File: src/rtl/fx_arb2.sv
// fx_arb2: round-robin arbiter sharing one fx bus between two masters.
// One transaction in flight; write strobes one cycle after grant, reads wait
// RD_LAT cycles for fx_q before acking the owner.
module fx_arb2 #(
  parameter int AW     = 22,
  parameter int DW     = 8,
  parameter int RD_LAT = 2
) (
  input  logic          clk_sys,
  input  logic          rst_n,
  input  logic          m0_req,
  input  logic          m0_we,
  input  logic [AW-1:0] m0_addr,
  input  logic [DW-1:0] m0_wdata,
  output logic          m0_ack,
  output logic [DW-1:0] m0_rdata,
  input  logic          m1_req,
  input  logic          m1_we,
  input  logic [AW-1:0] m1_addr,
  input  logic [DW-1:0] m1_wdata,
  output logic          m1_ack,
  output logic [DW-1:0] m1_rdata,
  output logic          fx_wr,
  output logic [AW-1:0] fx_waddr,
  output logic [DW-1:0] fx_data,
  output logic          fx_rd,
  output logic [AW-1:0] fx_raddr,
  input  logic [DW-1:0] fx_q
);
  typedef enum logic [1:0] {IDLE, ISSUE, WAIT, ACK} state_t;

  localparam logic [3:0] LAT = 4'(RD_LAT);

  state_t        state;
  logic          gnt;       // owner of the transaction in flight (0 = m0)
  logic          last_gnt;  // owner of the last completed transaction
  logic          cmd_we;
  logic [3:0]    cnt;

  logic          win;
  logic          sel_we;
  logic [AW-1:0] sel_addr;
  logic [DW-1:0] sel_wdata;

  // Pick the winner: a lone requester wins, a tie goes to the master not served last.
  always_comb begin
    win = m1_req;
    if (m0_req && m1_req) win = ~last_gnt;
    sel_we    = win ? m1_we    : m0_we;
    sel_addr  = win ? m1_addr  : m0_addr;
    sel_wdata = win ? m1_wdata : m0_wdata;
  end

  // Arbiter FSM. Strobe registers load on the IDLE->ISSUE edge so they are
  // high exactly during ISSUE; address/data go straight into the fx output
  // registers, which double as the latched command and hold between strobes.
  always_ff @(posedge clk_sys or negedge rst_n) begin
    if (!rst_n) begin
      state    <= IDLE;
      gnt      <= 1'b0;
      last_gnt <= 1'b1;
      cmd_we   <= 1'b0;
      cnt      <= '0;
      m0_ack   <= 1'b0;
      m1_ack   <= 1'b0;
      m0_rdata <= '0;
      m1_rdata <= '0;
      fx_wr    <= 1'b0;
      fx_rd    <= 1'b0;
      fx_waddr <= '0;
      fx_data  <= '0;
      fx_raddr <= '0;
    end else begin
      case (state)
        IDLE: begin
          if (m0_req || m1_req) begin
            gnt    <= win;
            cmd_we <= sel_we;
            if (sel_we) begin
              fx_wr    <= 1'b1;
              fx_waddr <= sel_addr;
              fx_data  <= sel_wdata;
            end else begin
              fx_rd    <= 1'b1;
              fx_raddr <= sel_addr;
            end
            state <= ISSUE;
          end
        end
        ISSUE: begin
          fx_wr <= 1'b0;
          fx_rd <= 1'b0;
          if (cmd_we) begin
            m0_ack <= ~gnt;
            m1_ack <= gnt;
            state  <= ACK;
          end else begin
            cnt   <= LAT;
            state <= WAIT;
          end
        end
        WAIT: begin
          cnt <= cnt - 4'd1;
          // Last wait cycle is the one where fx_q is valid.
          if (cnt == 4'd1) begin
            if (gnt) m1_rdata <= fx_q;
            else     m0_rdata <= fx_q;
            m0_ack <= ~gnt;
            m1_ack <= gnt;
            state  <= ACK;
          end
        end
        ACK: begin
          m0_ack   <= 1'b0;
          m1_ack   <= 1'b0;
          last_gnt <= gnt;
          state    <= IDLE;
        end
        default: state <= IDLE;
      endcase
    end
  end
endmodule

File: config.mk
export PLATFORM = sky130hd
export DESIGN_NAME = fx_arb2
export DESIGN_NICKNAME = d
export VERILOG_FILES = /design/src/rtl/fx_arb2.sv
export SDC_FILE = /design/constraint.sdc
export NUM_CORES = 1
export LEC_CHECK = 0
export ABC_CLOCK_PERIOD_IN_PS = 1950
export CAP_MARGIN = 20
export CORE_AREA = 2 2 95 97
export DETAILED_ROUTE_END_ITERATION = 6
export DIE_AREA = 0 0 97 99
export PLACE_DENSITY = 0.8
export RECOVER_POWER = 50
export SYNTH_ARGS = -nofsm -noshare
export SYNTH_HDL_FRONTEND = slang
export SYNTH_SLANG_ARGS = --single-unit
File: constraint.sdc
create_clock -name clk_sys -period 1.95 [get_ports clk_sys]
set_input_delay 0.195 -clock clk_sys [delete_from_list [all_inputs] [get_ports clk_sys]]
set_output_delay 0.195 -clock clk_sys [all_outputs]
set_load 0.03 [all_outputs]
==> results of run 1 <==
-- layer usage --
| layer | up-vias | track usage [%] |
|---|---|---|
| met5 | - | 0 |
| met4 | 0 | 5.96 |
| met3 | 16 | 4.89 |
| met2 | 101 | 29.5 |
| met1 | 1307 | 22.2 |
| li1 | 1248 | - |
-- where the power goes --
group | switching [µW] | total (µW) | internal (µW) | leakage, µW
logic | 2670 | 5040 | 2370 | 0.00140
registers | 508 | 3030 | 2520 | 0.000969
clock network | 576 | 1140 | 565 | 0.0000984
-- flip-flops by register name, indices dropped and copies added (netlist names), 2 cells and up --
register and flops:
m1_rdata 8, cnt 4, fx_data 8, fx_raddr 22
m0_rdata 8, state 2, fx_waddr 22
-- final timing paths --
check	endpoint	slack [ns]	depth (start not counted)
setup / recovery	m1_rdata[6]$_DFFE_PN0P_	0.14	5
hold / removal	m0_rdata[1]$_DFFE_PN0P_	0.47	2
setup reg to reg	m1_rdata[6]$_DFFE_PN0P_	0.14	5
hold reg to reg	fx_raddr[11]$_DFFE_PN0P_	0.49	1
max in group asynchronous	last_gnt$_DFFE_PN1P_	0.40	3
min in group asynchronous	fx_waddr[10]$_DFFE_PN0P_	0.63	2
-- stage by stage --
| step | power [µW] | util, % | hold slack [ns] | instances | cell area (µm²) |
|---|---|---|---|---|---|
| after global routing | 9750 | 65.1 | 0.472 | 528 | 5570 |
| after CTS | 9440 | 65.1 | 0.275 | 528 | 5570 |
| after global placement | 8120 | 62.8 | 0.105 | 511 | 5370 |
| final | 9210 | 65.1 | 0.468 | 528 | 5570 |
| after detailed placement | 8260 | 62.8 | 0.105 | 511 | 5370 |
| after floorplan | 6100 | - | -0.101 | 260 | 3720 |
-- kinds of logic (layout without fill, tap and decap cells) --
kind of cell	after synthesis	in the layout	share of synthesized area, %
AO/OA/AOI/OAI	30	30	5.82
adder cells (fa/ha/maj)	6	6	2.02
buffers and inverters	21	181	2.99
flip-flops	81	81	54.5
multiplexers	97	97	31.0
AND/OR/NAND/NOR	25	25	3.63
-- placed cells by master (no fill, tap or decap) --
| cell | instances |
|---|---|
| clkinv_4 | 1 |
| a21oi_1 | 9 |
| clkbuf_1 | 1 |
| nand3_1 | 3 |
| a32o_1 | 2 |
| nand2_2 | 1 |
| o21a_1 | 2 |
| mux2i_1 | 10 |
| ha_1 | 6 |
| nor2b_1 | 3 |
| nand3b_1 | 1 |
| clkbuf_8 | 12 |
| nand2_4 | 1 |
| o221ai_1 | 1 |
| a21boi_4 | 1 |
| nor3b_2 | 1 |
| buf_4 | 6 |
| clkinv_2 | 2 |
| dfstp_1 | 1 |
| nand2_1 | 8 |
| dlygate4sd3_1 | 29 |
| buf_12 | 5 |
| a31oi_1 | 8 |
| o32a_1 | 1 |
| dfrtp_1 | 80 |
| a32oi_1 | 1 |
| a22o_1 | 4 |
| mux2_2 | 29 |
| inv_1 | 8 |
| mux2_4 | 20 |
| clkdlybuf4s50_1 | 116 |
| nor2_1 | 3 |
| clkinvlp_4 | 1 |
| mux2_1 | 38 |
| nand2b_1 | 1 |
| o21ai_0 | 1 |
| nor3_1 | 2 |
| nor2_2 | 1 |
-- critical path, cell delays in order (launching register included) --
cell	delay [ns]
dfrtp_1	0.38
inv_1	0.11
ha_1	0.15
nor3b_2	0.25
nand3_1	0.38
mux2_1	0.44
-- cell type report --
class / instances / area, µm²
clock buffer: 12 / 165
clock inverter: 4 / 26.3
fill: 638 / 2980
inverter: 8 / 30.0
multi-input combinational: 158 / 1580
sequential: 81 / 2030
tap: 108 / 135
timing repair buffer: 157 / 1600
==> qor.txt, run 1 <==
Most frequent cell after synthesis: dfrtp_1
Finish-stage setup viols: 0
Yosys top cell area share: 53.8%
Worst-Skew Late Latency: 0.34 ns
Worst EP arrival: 2.03 ns
CTS Buf Count: 9
Met2 Wirelength: 3.85 mm
Root buffer cell: clkbuf_8
Layout cell share with drive strength beyond 1: 19.3%
Wirelength per Cell: 15.5 µm
Synthesized area per cell: 14.3 µm²
Syn Nets: 340
TritonRoute pass-1 iters: 4
Post-CTS sizing: 0
Number of enable flip-flop cells after synthesis: 0
Sequential area share after synthesis: 54.5%
First-pass GRT wire length: 13.8 mm
Yosys warns: 0
Max layer used: met4
Die area: 9600 µm²
Clock transition at the registers of the reported paths: 0.08 ns
Setup Skew: 0.0121 ns
CTS tree: done
RSZ-0062 raised after global routing: no
Power Dens Cells: 1650 nW/µm²
Largest net degree at the start of global routing: 60
Ys async rst share: 100%
Synth Instances: 260
Horiz. Die Dim: 97 µm
Diodes inserted: 0
Worst setup SP type: flop
Predominant post-synthesis flop cell: dfrtp_1
NumNets Final: 495
Register bit total from synthesis: 81
Via/cell ratio: 5.06
Setup TNS: 0 ns
GP Congestion: 0.820
Placement Setup Slack: 0.00438 ns
RR Startpoint: cnt[1]$_DFFE_PN0P_
Overflow after GRT: 0
Clock tree buffer depth: 2
Critical path type: reg -> reg
Fmax: 552 MHz
GRT Util Overall: 17.6%
Io pins: 146
Max-slew violations: 0
Post-synthesis instance area: 3720 µm²
Synth cell count leaders: dfrtp_1, mux2_1, mux2_2
Vias in the first global route: 2857
WL met3: 542 µm
Initial DRC count: 69
Tightest Pin Transition: 1.23 ns
Clock net sink count: 81
Max VDD drop: 0.768 mV
Min Clock Period, post-route: 1.81 ns
CP Launch Point: cnt[1]$_DFFE_PN0P_
H-tree depth: 3
Worst EP required: 2.17 ns
Via count: 2672
Post-DP HPWL: 6.14 mm
Slew HR: 18.0%
Final Hold Fails: 0
Post-route clock period utilization: 92.9%
Synth cell types: 33
Final antenna-violating net count: 0
Leak pwr: 0.00246 µW
FP Rows: 34
Routed wire length: 8.17 mm
Post-route setup slack: 0.139 ns
Metal-1 WL: 3.63 mm
Initial Util: 43.5%
MaxCap Viol Count: 0
Initial antenna violation count: 0
Cts hold-fix bufs: 1
Setup Buffers After CTS: 0
Die Ht: 99 µm
Outcome: completed
Worst hold path class: in -> reg
# DRC: 0
Area Growth Syn to Fin: 49.6%
Buffers on Ports: 145
CP Capture Type: flop
Top cells by area in the synthesized netlist: dfrtp_1, mux2_1, mux2_2
CP max FO: 8
Post-synth top area cell: dfrtp_1
Core area: 8550 µm²
Hold_sp: fx_q[1]
No activity file was read; power rests on OpenSTA's default activity.
==> run 2: changes to the inputs <==
CTS_CLUSTER_SIZE = 25   (was default)
==> results of run 2 <==
No change in the layout: final DEF, timing and power equal those of run 1.
==> run 3: changes to the inputs <==
CORE_AREA = 2 2 69 136   (was 2 2 95 97)
DIE_AREA = 0 0 71 138   (was 0 0 97 99)
PLACE_DENSITY = 0.78   (was 0.8)
==> run 3 against run 2 <==
Against the previous run:
- cell count grew 0.19%
- total power rose by 6.4%
- largest cell class unchanged
- non-clock buffer count grew 7
==> qor.txt, run 3 (synthesis results as in run 1) <==
Io pins: 146
CTS Buf Count: 9
Buffers on Ports: 145
Final antenna-violating net count: 0
Placement Setup Slack: -0.0305 ns
Worst setup SP type: flop
CP max FO: 8
Placed Area: 5410 µm²
Worst hold path class: in -> reg
RR Startpoint: state[0]$_DFFE_PN0P_
Die area: 9800 µm²
Clock power frac: 16.7%
Post-CTS sizing: 0
Register area: 2030 µm²
FP Rows: 49
Layout cell share with drive strength beyond 1: 20.1%
Min Clock Period, post-route: 1.82 ns
Power Dens Cells: 1720 nW/µm²
Worst EP required: 2.17 ns
Slew HR: 25.7%
Hold Slack: 0.477 ns
Commonest non-fill, non-tap cells in the layout: clkdlybuf4s50_1, dfrtp_1, mux2_1
# DRC: 0
Fmax: 549 MHz
CTS tree: done
Largest net degree at the start of global routing: 46
Critical path type: reg -> reg
Power after layout: 9800 µW
Post-DP HPWL: 6.93 mm
Die Ht: 138 µm
Overflow after GRT: 0
Initial Util: 41.9%
Internal power: 5930 µW
Area of the multi-input gates: 1580 µm²
Via count: 2667
Leak pwr: 0.00254 µW
Logic pwr share: 52.4%
TritonRoute pass-1 iters: 4
Area Growth Syn to Fin: 53.0%
Hold EP: m1_rdata[3]$_DFFE_PN0P_
Hold Path Depth: 2
Vias in the first global route: 2905
Worst-Skew Late Latency: 0.34 ns
Clock tree buffer depth: 2
GRT Util Overall: 19.5%
Worst EP arrival: 2.04 ns
Setup Skew: 0.00720 ns
Diodes inserted: 0
MaxCap Viol Count: 0
Capturing point of the worst reg2reg path: m1_ack$_DFFE_PN0P_
Max VDD drop: 0.888 mV
Largest registers: fx_raddr x22, fx_waddr x22
Seq pwr share: 31.0%
R2r worst-path depth: 5
Tightest Pin Transition: 1.11 ns
Core area: 8890 µm²
H-tree depth: 3
Sw Ratio: 39.5%
Most common cell after layout, fill and taps aside: clkdlybuf4s50_1
Final Cell Area: 5690 µm²
Wirelength per Cell: 16.9 µm
Hold_sp: fx_q[3]
Clock net sink count: 81
GP Congestion: 0.789
RSZ-0062 raised after global routing: no
Post-route clock period utilization: 93.4%
Horiz. Die Dim: 71 µm
Via/cell ratio: 5.04
NumNets Final: 502
Max-slew violations: 0
Routed wire length: 8.95 mm
Initial DRC count: 122
R2R Setup Slk: 0.13 ns
Post-route setup slack: 0.128 ns
Switching power: 3870 µW
Clock transition at the registers of the reported paths: 0.06 ns
Initial antenna violation count: 0
Root buffer cell: clkbuf_16
CP Capture Type: flop
Final Hold Fails: 0
First-pass GRT wire length: 14.7 mm
Outcome: completed
Finish-stage setup viols: 0
FILL cells: 691
## run 3: final cells by class
type / instances / share of cell area (%)
clock buffer: 10 / 4.02
clock inverter: 6 / 1.03
sequential: 81 / 35.6
inverter: 8 / 0.527
multi-input combinational: 158 / 27.8
timing repair buffer: 164 / 28.8
tap: 102 / 2.24
## run 3: timing repair
item / in CTS / in global routing
hold endpoints to repair: 41 / 0
endpoints found under the setup margin: 0 / 0
hold buffers: 1 / 0
buffers inserted: 0 / 0
## run 3: power groups by stage
stage                     Combinational [µW]  Sequential [µW]  Clock, µW
final                                   5130             3030       1630
after global routing                    5420             3150       1750
after CTS                               5290             3060       1670
after detailed placement                5270             3070          0
after global placement                  5180             3040          0
after floorplan                         1640             4460          0
## run 3: worst max-delay path by stage
stage                               from                  endpoint  cells after the start
finish              state[0]$_DFFE_PN0P_        m1_ack$_DFFE_PN0P_                      5
CTS                 state[0]$_DFFE_PN0P_        m1_ack$_DFFE_PN0P_                      5
floorplan           state[0]$_DFFE_PN0P_        m0_ack$_DFFE_PN0P_                      6
detailed placement                m1_req  fx_raddr[20]$_DFFE_PN0P_                      5
global route        state[0]$_DFFE_PN0P_        m1_ack$_DFFE_PN0P_                      5
global placement                  m1_req   fx_waddr[0]$_DFFE_PN0P_                      6
## run 3: worst max-delay path, cell delays in order (launching register included)
cell and delay, ns:
dfrtp_1 0.43, inv_1 0.08, ha_1 0.29, nor2b_1 0.19, nor3_1 0.35, mux2_1 0.36
## run 3: stage by stage
step	TNS, ns	utilization (%)	instances
detailed placement	-0.0549	60.9	512
CTS	0	64.3	529
global route	0	64.1	529
floorplan	0	-	260
global placement	0	60.9	512
finish	0	64.1	529
## run 3: routing by layer
layer	global-route usage [%]	part of all wire, %	up-vias
met5	0	0	-
met4	7.25	1.8	0
met3	4.59	5.3	12
met2	37.1	58	98
met1	19.7	35	1296
li1	-	-	1261
